### src/rtl/uc_arbiter.sv
// uc_arbiter: sits between the process engines and the shared unit clause
// queue. Push side round-robins engine unit-literal requests into the queue,
// one per cycle. Pop side dequeues a literal and broadcasts it to every
// engine until all have acknowledged.
// Optional feature: define UCA_CONFLICT_DET_EN to flag a pushed literal that
// is the negation of the literal currently being broadcast. Once flagged, the
// arbiter stops granting and popping until reset.
module uc_arbiter #(
  parameter int NUM_ENG    = 4,
  parameter int DATA_LEN   = 512,
  parameter int QUEUE_SIZE = 4,
  localparam int LIT_W     = $clog2(DATA_LEN),
  localparam int PTR_W     = (NUM_ENG > 1) ? $clog2(NUM_ENG) : 1
) (
  input  logic                            clk,
  input  logic                            rst_n,
  input  logic [NUM_ENG-1:0]              eng_req_valid,
  input  logic [NUM_ENG-1:0][LIT_W-1:0]   eng_req_lit,
  output logic [NUM_ENG-1:0]              eng_req_ready,
  output logic                            q_push,
  output logic signed [LIT_W-1:0]         q_data,
  output logic                            q_pop,
  input  logic                            q_empty,
  input  logic                            q_full,
  input  logic signed [LIT_W-1:0]         q_qout,
  output logic                            bc_valid,
  output logic signed [LIT_W-1:0]         bc_lit,
  input  logic [NUM_ENG-1:0]              eng_ack,
  output logic                            idle,
  output logic                            conflict
);

  // The queue depth is owned by the attached ucq; it only has to be sane here.
  if (NUM_ENG < 2 || QUEUE_SIZE < 1) begin : g_param_check
    $error("uc_arbiter: NUM_ENG must be >= 2 and QUEUE_SIZE >= 1");
  end

  typedef enum logic [1:0] {
    S_IDLE  = 2'd0,
    S_POP   = 2'd1,
    S_BCAST = 2'd2
  } state_t;

  state_t                  state_q, state_d;
  logic [PTR_W-1:0]        rr_ptr_q, rr_ptr_d;
  logic [NUM_ENG-1:0]      ack_mask_q, ack_mask_d;
  logic                    bc_valid_q, bc_valid_d;
  logic signed [LIT_W-1:0] bc_lit_q, bc_lit_d;

  logic                    halt;        // conflict seen: freeze grants and pops
  logic [PTR_W-1:0]        cand_idx [NUM_ENG];
  logic                    grant_found;
  logic [PTR_W-1:0]        grant_idx;
  logic                    grant;
  logic                    pop_req;
  logic [NUM_ENG-1:0]      ack_all;

  // Candidate k in priority order is rr_ptr+1+k, wrapping at NUM_ENG.
  for (genvar gi = 0; gi < NUM_ENG; gi++) begin : g_cand
    assign cand_idx[gi] = PTR_W'((32'(rr_ptr_q) + 32'(gi) + 32'd1) % 32'(NUM_ENG));
  end

  // Pick the first requesting engine after the last one granted.
  always_comb begin
    grant_found = 1'b0;
    grant_idx   = '0;
    for (int k = 0; k < NUM_ENG; k++) begin
      if (!grant_found && eng_req_valid[cand_idx[k]]) begin
        grant_found = 1'b1;
        grant_idx   = cand_idx[k];
      end
    end
  end

  // A grant needs room in the queue; nothing is granted while in reset.
  assign grant         = grant_found && !q_full && !halt && rst_n;
  assign eng_req_ready = grant ? (NUM_ENG'(1) << grant_idx) : '0;
  assign q_push        = grant;
  assign q_data        = eng_req_lit[grant_idx];
  assign rr_ptr_d      = grant ? grant_idx : rr_ptr_q;

  // Pop/broadcast sequencing: IDLE -> POP (queue output settles) -> BCAST.
  always_comb begin
    state_d    = state_q;
    ack_mask_d = ack_mask_q;
    bc_valid_d = bc_valid_q;
    bc_lit_d   = bc_lit_q;
    pop_req    = 1'b0;
    ack_all    = ack_mask_q | eng_ack;
    unique case (state_q)
      S_IDLE: begin
        if (!q_empty && !halt) begin
          pop_req = 1'b1;
          state_d = S_POP;
        end
      end
      S_POP: begin
        bc_lit_d   = q_qout;
        bc_valid_d = 1'b1;
        ack_mask_d = '0;
        state_d    = S_BCAST;
      end
      S_BCAST: begin
        ack_mask_d = ack_all;
        if (&ack_all) begin
          bc_valid_d = 1'b0;
          state_d    = S_IDLE;
        end
      end
      default: state_d = S_IDLE;
    endcase
  end

  assign q_pop    = pop_req & rst_n;
  assign bc_valid = bc_valid_q;
  assign bc_lit   = bc_lit_q;
  assign idle     = (state_q == S_IDLE) && q_empty && !(|eng_req_valid);

  // State, round-robin pointer and broadcast registers.
  always_ff @(posedge clk) begin
    if (!rst_n) begin
      state_q    <= S_IDLE;
      rr_ptr_q   <= PTR_W'(NUM_ENG - 1);
      ack_mask_q <= '0;
      bc_valid_q <= 1'b0;
      bc_lit_q   <= '0;
    end else begin
      state_q    <= state_d;
      rr_ptr_q   <= rr_ptr_d;
      ack_mask_q <= ack_mask_d;
      bc_valid_q <= bc_valid_d;
      bc_lit_q   <= bc_lit_d;
    end
  end

`ifdef UCA_CONFLICT_DET_EN
  logic conflict_q, conflict_d;

  // Sticky flag: an accepted push that contradicts the live broadcast literal.
  always_comb begin
    conflict_d = conflict_q;
    if (grant && (state_q == S_BCAST) && bc_valid_q &&
        (eng_req_lit[grant_idx] == LIT_W'(-bc_lit_q))) begin
      conflict_d = 1'b1;
    end
  end

  // Conflict register, cleared only by reset.
  always_ff @(posedge clk) begin
    if (!rst_n) begin
      conflict_q <= 1'b0;
    end else begin
      conflict_q <= conflict_d;
    end
  end

  assign halt = conflict_q;
`else
  assign halt = 1'b0;
`endif

  assign conflict = halt;

endmodule

### config.mk
export PLATFORM = sky130hd
export DESIGN_NAME = uc_arbiter
export DESIGN_NICKNAME = d
export VERILOG_FILES = /design/src/rtl/uc_arbiter.sv
export SDC_FILE = /design/constraint.sdc
export NUM_CORES = 1
export LEC_CHECK = 0
export ABC_AREA = 1
export ABC_CLOCK_PERIOD_IN_PS = 1750
export CORE_MARGIN = 2
export CORE_UTILIZATION = 35
export CTS_BUF_LIST = sky130_fd_sc_hd__clkbuf_2 sky130_fd_sc_hd__clkbuf_4 sky130_fd_sc_hd__clkbuf_8
export DETAILED_ROUTE_END_ITERATION = 10
export HOLD_SLACK_MARGIN = 0.1
export PLACE_DENSITY = 0.76
export SLEW_MARGIN = 15
export SYNTH_ARGS = -nofsm -noshare
export SYNTH_HDL_FRONTEND = slang
export SYNTH_SLANG_ARGS = --single-unit
### constraint.sdc
create_clock -name clk -period 1.75 [get_ports clk]
set_input_delay 0.2625 -clock clk [delete_from_list [all_inputs] [get_ports clk]]
set_output_delay 0.2625 -clock clk [all_outputs]
set_load 0.03 [all_outputs]
Word-level counts from Yosys, hierarchy flattened
Index checks and enable logic that the tools add are counted.
{"block": "op_classes", "addsub": 6, "n_bitwise": 2, "n_eq_ne": 4, "n_lt_le_gt_ge": 5, "n_shift": 1, "n_mux": 27, "div_mod_pow": 0, "multipliers": 0, "reduce_logical": 18}
{"operator": "$bmux W9 S2", "count": 1}
{"operator": "$lt A2 B3 Y1 const B", "count": 5}
{"operator": "$mux W2", "count": 6}
{"operator": "$mux W1", "count": 11}
{"operator": "$mux W9", "count": 1}
{"operator": "$add A2 B1 Y2 const B", "count": 4}
{"operator": "$bmux W1 S2", "count": 4}
{"operator": "$pmux W4 S2", "count": 1}
{"operator": "$logic_and A1 B1 Y1", "count": 7}
{"operator": "$pmux W2 S3", "count": 1}
{"operator": "$logic_not A1 Y1", "count": 5}
{"operator": "$add A2 B2 Y2 const B", "count": 2}
{"operator": "$mux W4", "count": 1}
{"operator": "$ne A2 B2 Y1 const B", "count": 2}
{"operator": "$or A4 B4 Y4", "count": 1}
{"operator": "$reduce_and A2 Y1", "count": 2}
{"operator": "$reduce_and A4 Y1", "count": 1}
{"operator": "$reduce_or A4 Y1", "count": 1}
{"operator": "$shl A1 B2 Y4 const A", "count": 1}
{"operator": "$eq A2 B1 Y1 const B", "count": 1}
{"operator": "$eq A2 B2 Y1 const B", "count": 1}
{"operator": "$logic_not A2 Y1", "count": 1}
{"operator": "$pmux W1 S2", "count": 1}
{"operator": "$reduce_bool A2 Y1", "count": 1}
{"operator": "$and A1 B1 Y1", "count": 1}
{"block": "totals", "mem_bits_ro": 0, "reg_bits": 18, "latchBits": 0, "ram_bits": 0, "memories": 0}

Longest topological paths before layout
Gate-level depths: netlist (run 1).
{"block": "depth", "word_depth": 16, "mapped_depth": 15, "mapped_depth_nobuf": 13}

Worst setup path before layout (run 1)
Ideal clock, no wire load.
{"block": "synth_path", "kind": "reg2out", "startpoint": "register rr_ptr_q[0]", "endpoint": "output eng_req_ready[3]", "setup_slack_ns": -0.326, "path_buffers": 2, "arrival_ns": 1.814, "required_time_ns": 1.487, "stages_incl_launch_ff": 13, "cell_sequence": "dfxtp_1 buf_6 inv_6 nand2_1 nand2_2 nand2_4 nand2_4 nor2_8 nand4_4 nand3_4 buf_12 nand2_2 nor2_1"}
{"block": "synth_via", "elab_chain_len": 16, "word_cells_on_any_way": 32, "cone_classes": "6 x add/sub; 1 x shift; 17 x mux; 8 x reduce/logical"}
{"element": "start: declaration", "line_no": "45", "rtl": "logic [PTR_W-1:0] rr_ptr_q, rr_ptr_d;"}
{"element": "start signal: assignment", "line_no": "123", "rtl": "rr_ptr_q <= PTR_W'(NUM_ENG - 1);"}
{"element": "start signal: assignment", "line_no": "129", "rtl": "rr_ptr_q <= rr_ptr_d;"}
{"element": "parallel branches: the longest is 15 deep, another holds $add A2 B1 Y2"}
{"element": "$mux W4 *", "line_no": "77", "rtl": "assign eng_req_ready = grant ? (NUM_ENG'(1) << grant_idx) : '0;"}
{"element": "end: declaration", "line_no": "19", "rtl": "output logic [NUM_ENG-1:0] eng_req_ready,"}
Mark *: on every way between the ends. The select of a mux whose other input is x is not followed.

Worst setup path after layout (run 1)
{"block": "layout_path", "startpoint": "register rr_ptr_q[0]", "endpoint": "output q_data[7]"}
{"block": "layout_via", "elab_chain_len": 15, "word_cells_on_any_way": 29, "cone_classes": "6 x add/sub; 17 x mux; 6 x reduce/logical"}
{"element": "parallel branches: the longest is 12 deep, another holds $add A2 B1 Y2"}
{"element": "$mux W2 *", "line_no": "68", "rtl": "if (!grant_found && eng_req_valid[cand_idx[k]]) begin"}
{"element": "$bmux W9 S2 *", "line_no": "79", "rtl": "assign q_data = eng_req_lit[grant_idx];"}
{"element": "$mux W9 (not written as such) *", "line_no": "79"}
{"element": "end: declaration", "line_no": "21", "rtl": "output logic signed [LIT_W-1:0] q_data,"}
Marks and branches as above.

==> results of run 1 <==
==> kinds of logic after synthesis <==
| group | count (synthesis) |
|---|---|
| compound gates | 24 |
| fa+ha+maj | 5 |
| buf+inv | 23 |
| flops | 18 |
| other cells | 1 |
| simple gates | 167 |
==> what timing repair did <==
item | in CTS | in global routing
gates cloned | 2 | 0
gates resized for setup | 66 | 23
hold buffers | 0 | 0
buffers inserted | 12 | 4
endpoints found under the setup margin | 16 | 16
hold endpoints to repair | 0 | 0
pin swaps | 4 | 12
==> cells in the mapped netlist, types with 2 or more instances <==
cell and instances:
sky130_fd_sc_hd__a21oi_1 7, sky130_fd_sc_hd__buf_12 2, sky130_fd_sc_hd__buf_2 4, sky130_fd_sc_hd__dfxtp_1 18, sky130_fd_sc_hd__ha_1 5, sky130_fd_sc_hd__inv_1 9, sky130_fd_sc_hd__inv_2 2, sky130_fd_sc_hd__nand2_1 71
sky130_fd_sc_hd__nand2_2 26, sky130_fd_sc_hd__nand2_4 6, sky130_fd_sc_hd__nand3_1 5, sky130_fd_sc_hd__nand3_4 2, sky130_fd_sc_hd__nand4_1 20, sky130_fd_sc_hd__nor2_1 30, sky130_fd_sc_hd__o21ai_0 14, sky130_fd_sc_hd__or2_2 2
==> flip-flops by register name, indices dropped and copies added, names as in the netlist <==
signal,cells
bc_lit,9
ack_mask_q,4
rr_ptr_q,2
bc_valid,1
state_q,2
==> worst max-delay path by stage <==
stage	to	slack, ns	cells after the start
finish	q_data[7]	-0.60	16
detailed placement	eng_req_ready[3]	-0.63	14
CTS	q_data[0]	-0.58	16
global route	q_data[3]	-0.73	16
floorplan	eng_req_ready[2]	-0.12	10
global placement	eng_req_ready[3]	-0.58	14
==> critical path, cell delays in order (launching register included) <==
cell and delay, ns:
sky130_fd_sc_hd__dfxtp_2 0.35, sky130_fd_sc_hd__buf_12 0.15, sky130_fd_sc_hd__inv_12 0.05, sky130_fd_sc_hd__nand2_4 0.06, sky130_fd_sc_hd__nand2_4 0.06, sky130_fd_sc_hd__nand2_4 0.10, sky130_fd_sc_hd__nand2_4 0.08, sky130_fd_sc_hd__nor2_8 0.16
sky130_fd_sc_hd__nand4_4 0.13, sky130_fd_sc_hd__nand3_4 0.13, sky130_fd_sc_hd__buf_6 0.12, sky130_fd_sc_hd__buf_16 0.11, sky130_fd_sc_hd__nand2_2 0.05, sky130_fd_sc_hd__nand2_2 0.05, sky130_fd_sc_hd__nand2_2 0.06, sky130_fd_sc_hd__nand2_4 0.06
sky130_fd_sc_hd__buf_6 0.12
==> metal layers <==
metal  vias to the layer above  wire length, um  share of wire, %
li1                        999                -                 -
met5                         -                0                 0
met3                        12              442               8.1
met1                       924             2130                39
met4                         0               93               1.7
met2                        93             2810                51
==> final cells by class <==
cell class	instances	area [um^2]
tap	52	65.1
fill	352	1290
multi-input combinational	197	1350
sequential	18	363
timing repair buffer	117	1160
inverter	13	66.3
clock buffer	4	55.1
==> power groups by stage <==
stage               Sequential (mW)  Clock (mW)  Combinational, mW
floorplan                     0.833           0               1.70
global placement              0.660           0               2.64
detailed placement            0.663           0               2.68
CTS                           0.661       0.343               3.20
global route                  0.680       0.366               3.48
finish                        0.659       0.335               3.24
==> through the flow <==
stage                     hold slack (ns)  instance area [um^2]  utilization (%)  std cells
after floorplan                     0.397                  1690                -        238
after global placement              0.459                  2630             60.3        383
after detailed placement            0.461                  2630             60.3        383
after CTS                           0.478                  3030             69.6        400
after global routing                0.523                  3060             70.3        401
final                               0.480                  3060             70.3        401
==> out/qor.txt, run 1 <==
===============================================================================
Global-route usage over all layers                                        21.0%
Detail-routed via count per cell                                           5.06
Failing checks                                                     negative setup slack
H-tree level count                                                            1
Top cells by area, synth                                           sky130_fd_sc_hd__dfxtp_1, sky130_fd_sc_hd__nand2_1, sky130_fd_sc_hd__nand2_2
Sequential share of power                                                 15.6%
Terminating pin of the worst hold path                                 bc_valid
Count of different cell masters after synthesis                              31
CTS Buffer Depth                                                              2
Outcome                                                            finished with violations
Area delta synth->final                                                   94.1%
Wirelength, routed                                                      5470 um
Clock latency reported for the late side of the worst-skew pair         0.25 ns
Xor and xnor area share after synthesis                                      0%
Global route total overflow                                                   0
Crit path from                                                      rr_ptr_q[0]
Post-synth EDFFs                                                              0
Met1 demand-to-capacity share in global routing                           25.0%
Fmax                                                                    426 MHz
Highest-utilization routing layer at the global route stage                met2
Post-synthesis sequential area ratio                                      22.8%
Number of instances in the synthesized netlist                              238
Post-Synthesis Mean Instance Area                                     6.63 um^2
HPWL after detailed placement                                           3630 um
Number of antenna-violating nets in the routed design                         0
Share of Yosys cell area claimed by the top area cell type                22.8%
Number of cells on the worst hold path                                        2
Post-Route Skew                                                      0.00340 ns
Combinational share of power                                              76.5%
Die Y-Extent                                                            71.1 um
Startpoint-to-endpoint class of the critical path                       reg2out
Root Buffer                                                        sky130_fd_sc_hd__clkbuf_8
Compound-Gate Fraction of Synth Area                                      8.49%
Count of input and output buffers                                            82
Data required time at the worst endpoint                                1.49 ns
Wire length per cell after detailed routing                             13.6 um
Main flop type after synthesis                                     sky130_fd_sc_hd__dfxtp_1
Total die area                                                     0.00506 mm^2
Pin count of the biggest net entering global routing                         19
Reg-to-reg endpoint                                                 rr_ptr_q[0]
Mux contribution to synthesized area                                         0%
Largest family of logic cells by synthesized area                  simple AND/OR/NAND/NOR gates
Starting density of the core                                              36.2%
Power density relative to cell area                                1380 mW/mm^2
Number of top-level design ports                                             84
Fraction of final layout cells sized beyond drive strength 1              43.8%
RSZ-0062 raised after global routing                                       true
Post-synthesis adder-cell area fraction                                   3.97%
Nature of the critical path startpoint                                     flop
Antenna violations before repair                                              0
Residual DRC                                                                  0
Die boundary width                                                      71.1 um
Global-route wire length before repair                                  8810 um
Worst r2r src                                                       rr_ptr_q[0]
Via count                                                                  2028
Total of endpoints with negative setup slack in the final report             15
Commonest non-fill, non-tap cell in the layout                     sky130_fd_sc_hd__clkdlybuf4s50_1
Clock tree from TritonCTS                                                 built
Clock-pin slew on the worst setup and hold paths                        0.06 ns
Via count of the first global-routing pass                                 2014
Met2 track demand over resource in global routing                         37.2%
Syn nets                                                                    300
Critical path peak fanout                                                     8
Minimum clock period                                                    2.35 ns
Core box area                                                      0.00435 mm^2
Number of core rows                                                          24
P_int                                                                   2.17 mW
Final weighted congestion of routability-driven global placement          0.844
Net switching power of the design                                       2.06 mW
Number of buffers inserted during clock tree synthesis                        3
Clock power share                                                          7.9%
Worst Hold Launch                                                      bc_valid
Maximum ir drop on the vdd rail                                        0.829 mV
Hold Path Class                                                         reg2reg
Post-synthesis instance area                                       0.00158 mm^2
R2R cell count                                                               14
Critical path data arrival time                                         2.09 ns
Met3 layer usage reported by global route                                 3.70%
Detailed router's first-iteration violation count                            76
N_diodes                                                                      0
Summed negative setup slack over all endpoints                         -7.63 ns
Initial DRT Pass Iterations                                                   5
# Max-Cap Violations                                                          0
Crit path capture type                                               output pin
Clock Sinks                                                                  18
Post-Place Worst Slack                                                -0.626 ns
Warning count from the yosys run                                              0
Final nets                                                                  412
Commonest non-fill, non-tap cells in the layout                    sky130_fd_sc_hd__clkdlybuf4s50_1, sky130_fd_sc_hd__nand2_2, sky130_fd_sc_hd__nand2_1
Post-route clock period utilization                                        134%
Post-synth ARST share                                                        0%
LEAKAGE                                                                 1.42 nW
Hold violation count in the final report                                      0
Synth Area in Simple Gates                                                55.6%
Worst R2R Setup Slack                                                  -0.05 ns
Number of flip-flops and latches in the synthesized netlist                  18
Cell type with the largest total area after synthesis              sky130_fd_sc_hd__dfxtp_1
Switch share                                                              48.7%
Worst path setup slack after routing                                  -0.600 ns
Final Max Tran Viols                                                          0
Post-layout power                                                       4.23 mW
===============================================================================
Power figures use the tool's default switching activity.
==> inputs of run 2 (changes only) <==
CORE_UTILIZATION = 37   (was 35)
PLACE_DENSITY = 0.79   (was 0.76)
==> run 2 against run 1 <==
Net effect:
- the flow still finishes with violations (negative setup slack)
- via count grew 7.0%
- worst setup slack lost 0.15 ns
- global-route usage grew 4.1 points
- clock skew shrank 0.0013 ns
- worst hold slack gained 0.0030 ns
- clock power grew 3%
- wire length grew 25%
- register-to-register slack lost 0.26 ns
==> out/qor.txt, run 2 (same netlist as run 1, synthesis figures left out) <==
===============================================================================
Wire length per cell after detailed routing                             16.9 um
Clock latency reported for the late side of the worst-skew pair         0.26 ns
Worst r2r src                                                       rr_ptr_q[0]
Power density relative to cell area                                1420 mW/mm^2
Hold violation count in the final report                                      0
RSZ-0062 raised after global routing                                       true
Global-route wire length before repair                                 10200 um
Initial DRT Pass Iterations                                                   5
Clock tree from TritonCTS                                                 built
Number of antenna-violating nets in the routed design                         0
Data required time at the worst endpoint                                1.49 ns
Total of endpoints with negative setup slack in the final report             16
Minimum clock period                                                    2.50 ns
Startpoint-to-endpoint class of the critical path                       reg2out
Core box area                                                      0.00406 mm^2
Number of top-level design ports                                             84
Area delta synth->final                                                    106%
Fmax                                                                    400 MHz
Wirelength, routed                                                      6850 um
Commonest non-fill, non-tap cell in the layout                     sky130_fd_sc_hd__clkdlybuf4s50_1
Global-route usage over all layers                                        25.1%
Crit path from                                                      rr_ptr_q[0]
Final nets                                                                  419
HPWL after detailed placement                                           3720 um
Count of input and output buffers                                            82
Starting density of the core                                              38.9%
# Max-Cap Violations                                                          0
Slowest cell on crit path                                          sky130_fd_sc_hd__dfxtp_2
Global route total overflow                                                   0
Clock-pin slew on the worst setup and hold paths                        0.07 ns
N_diodes                                                                      0
Cells along the critical path                                      buf_12 > clkinv_16 > nand2_4 > nand2_4 > nand2_4 > nand2_4 > nand2_2 > nand2_2 > nand2_4 > buf_6 > buf_6 > nand4_1 > nand2_1 > nand2_2 > nand2_4 > buf_6
Crit path capture type                                               output pin
Number of core rows                                                          23
Die Y-Extent                                                            69.3 um
CTS Buffer Depth                                                              2
Die boundary width                                                      69.3 um
Number of buffers inserted during clock tree synthesis                        3
Clock Sinks                                                                  18
Via count                                                                  2169
Critical path data arrival time                                         2.24 ns
Nature of the critical path startpoint                                     flop
Summed negative setup slack over all endpoints                         -9.52 ns
Post-Route Skew                                                      0.00210 ns
Final Max Tran Viols                                                          0
Root Buffer                                                        sky130_fd_sc_hd__clkbuf_8
Total cell area at the placement stage                             0.00268 mm^2
Critical path peak fanout                                                     8
Worst path setup slack after routing                                  -0.750 ns
Outcome                                                            finished with violations
Antenna violations before repair                                              0
Final core utilization                                                    80.0%
Pin count of the biggest net entering global routing                         19
Cell repeated most along the worst path                            sky130_fd_sc_hd__nand2_4
Worst Hold Launch                                                  ack_mask_q[3]
Commonest non-fill, non-tap cells in the layout                    sky130_fd_sc_hd__clkdlybuf4s50_1, sky130_fd_sc_hd__nand2_2, sky130_fd_sc_hd__nor2_1, sky130_fd_sc_hd__buf_4, sky130_fd_sc_hd__nand2_1
Failing checks                                                     negative setup slack
Final weighted congestion of routability-driven global placement          0.850
Stage delay of the slowest cell on the critical path                    0.36 ns
Post-route clock period utilization                                        143%
Residual DRC                                                                  0
Detailed router's first-iteration violation count                           159
Detail-routed via count per cell                                           5.34
Max FFs per register                                                          9
Via count of the first global-routing pass                                 2237
H-tree level count                                                            1
Fraction of final layout cells sized beyond drive strength 1              46.1%
Hold Path Class                                                         reg2reg
LEAKAGE                                                                 1.48 nW
Total die area                                                     0.00480 mm^2
Design area                                                        0.00325 mm^2
Maximum ir drop on the vdd rail                                        0.940 mV
===============================================================================
run 2: cell types whose count changed in the layout (fill, tap and decap cells not counted), sizes merged:
cell         change
buf              +6
clkinv           +1
dlygate4sd2      +1
inv              -1
run 2: layout make-up:
type                            instances  area (um^2)
Inverter                               13         82.6
Fill cell                             254          811
Clock buffer                            4         55.1
Timing Repair Buffer                  124         1270
Sequential cell                        18          365
Tap cell                               50         62.6
Multi-Input combinational cell        197         1410
run 2: final timing paths:
kind                   endpoint  slack [ns]  depth (start not counted)
hold / removal    ack_mask_q[3]        0.48                          2
hold reg to reg   ack_mask_q[3]        0.48                          2
setup reg to reg    rr_ptr_q[1]       -0.31                         15
setup / recovery      q_data[8]       -0.75                         16
run 2: metal layers:
| layer | vias to the layer above | global-route usage [%] | wire (um) |
|---|---|---|---|
| met3 | 27 | 3.49 | 433 |
| met5 | - | 0 | 0 |
| met1 | 1016 | 28.1 | 2690 |
| met2 | 114 | 46.8 | 3460 |
| li1 | 1012 | - | - |
| met4 | 0 | 11.1 | 263 |
run 2: through the flow:
step | setup WS (ns) | total power, mW | instances | hold slack [ns]
after global placement | -0.575 | 3.37 | 389 | 0.462
after CTS | -0.620 | 4.41 | 404 | 0.485
after global routing | -0.804 | 4.85 | 406 | 0.509
after floorplan | -0.119 | 2.53 | 238 | 0.397
final | -0.750 | 4.60 | 406 | 0.483
after detailed placement | -0.629 | 3.41 | 389 | 0.468
run 2: critical path, delay by kind of cell (launching register included):
| family | cells | cell delay (ns) |
|---|---|---|
| simple gates | 11 | 0.94 |
| buf+inv | 5 | 0.65 |
| flops | 1 | 0.36 |
run 2: power breakdown:
part / total, mW / switching [mW] / internal, mW
Combinational: 3.59 / 2.01 / 1.58
Clock: 0.344 / 0.144 / 0.200
Sequential: 0.669 / 0.0938 / 0.575
run 2: timing repair:
item                       in CTS  in global routing
gates cloned                    3                  0
hold buffers                    0                  0
resized for setup              69                 37
buffers inserted                9                  4
setup endpoints to repair      16                 20
pin swaps                      11                 37
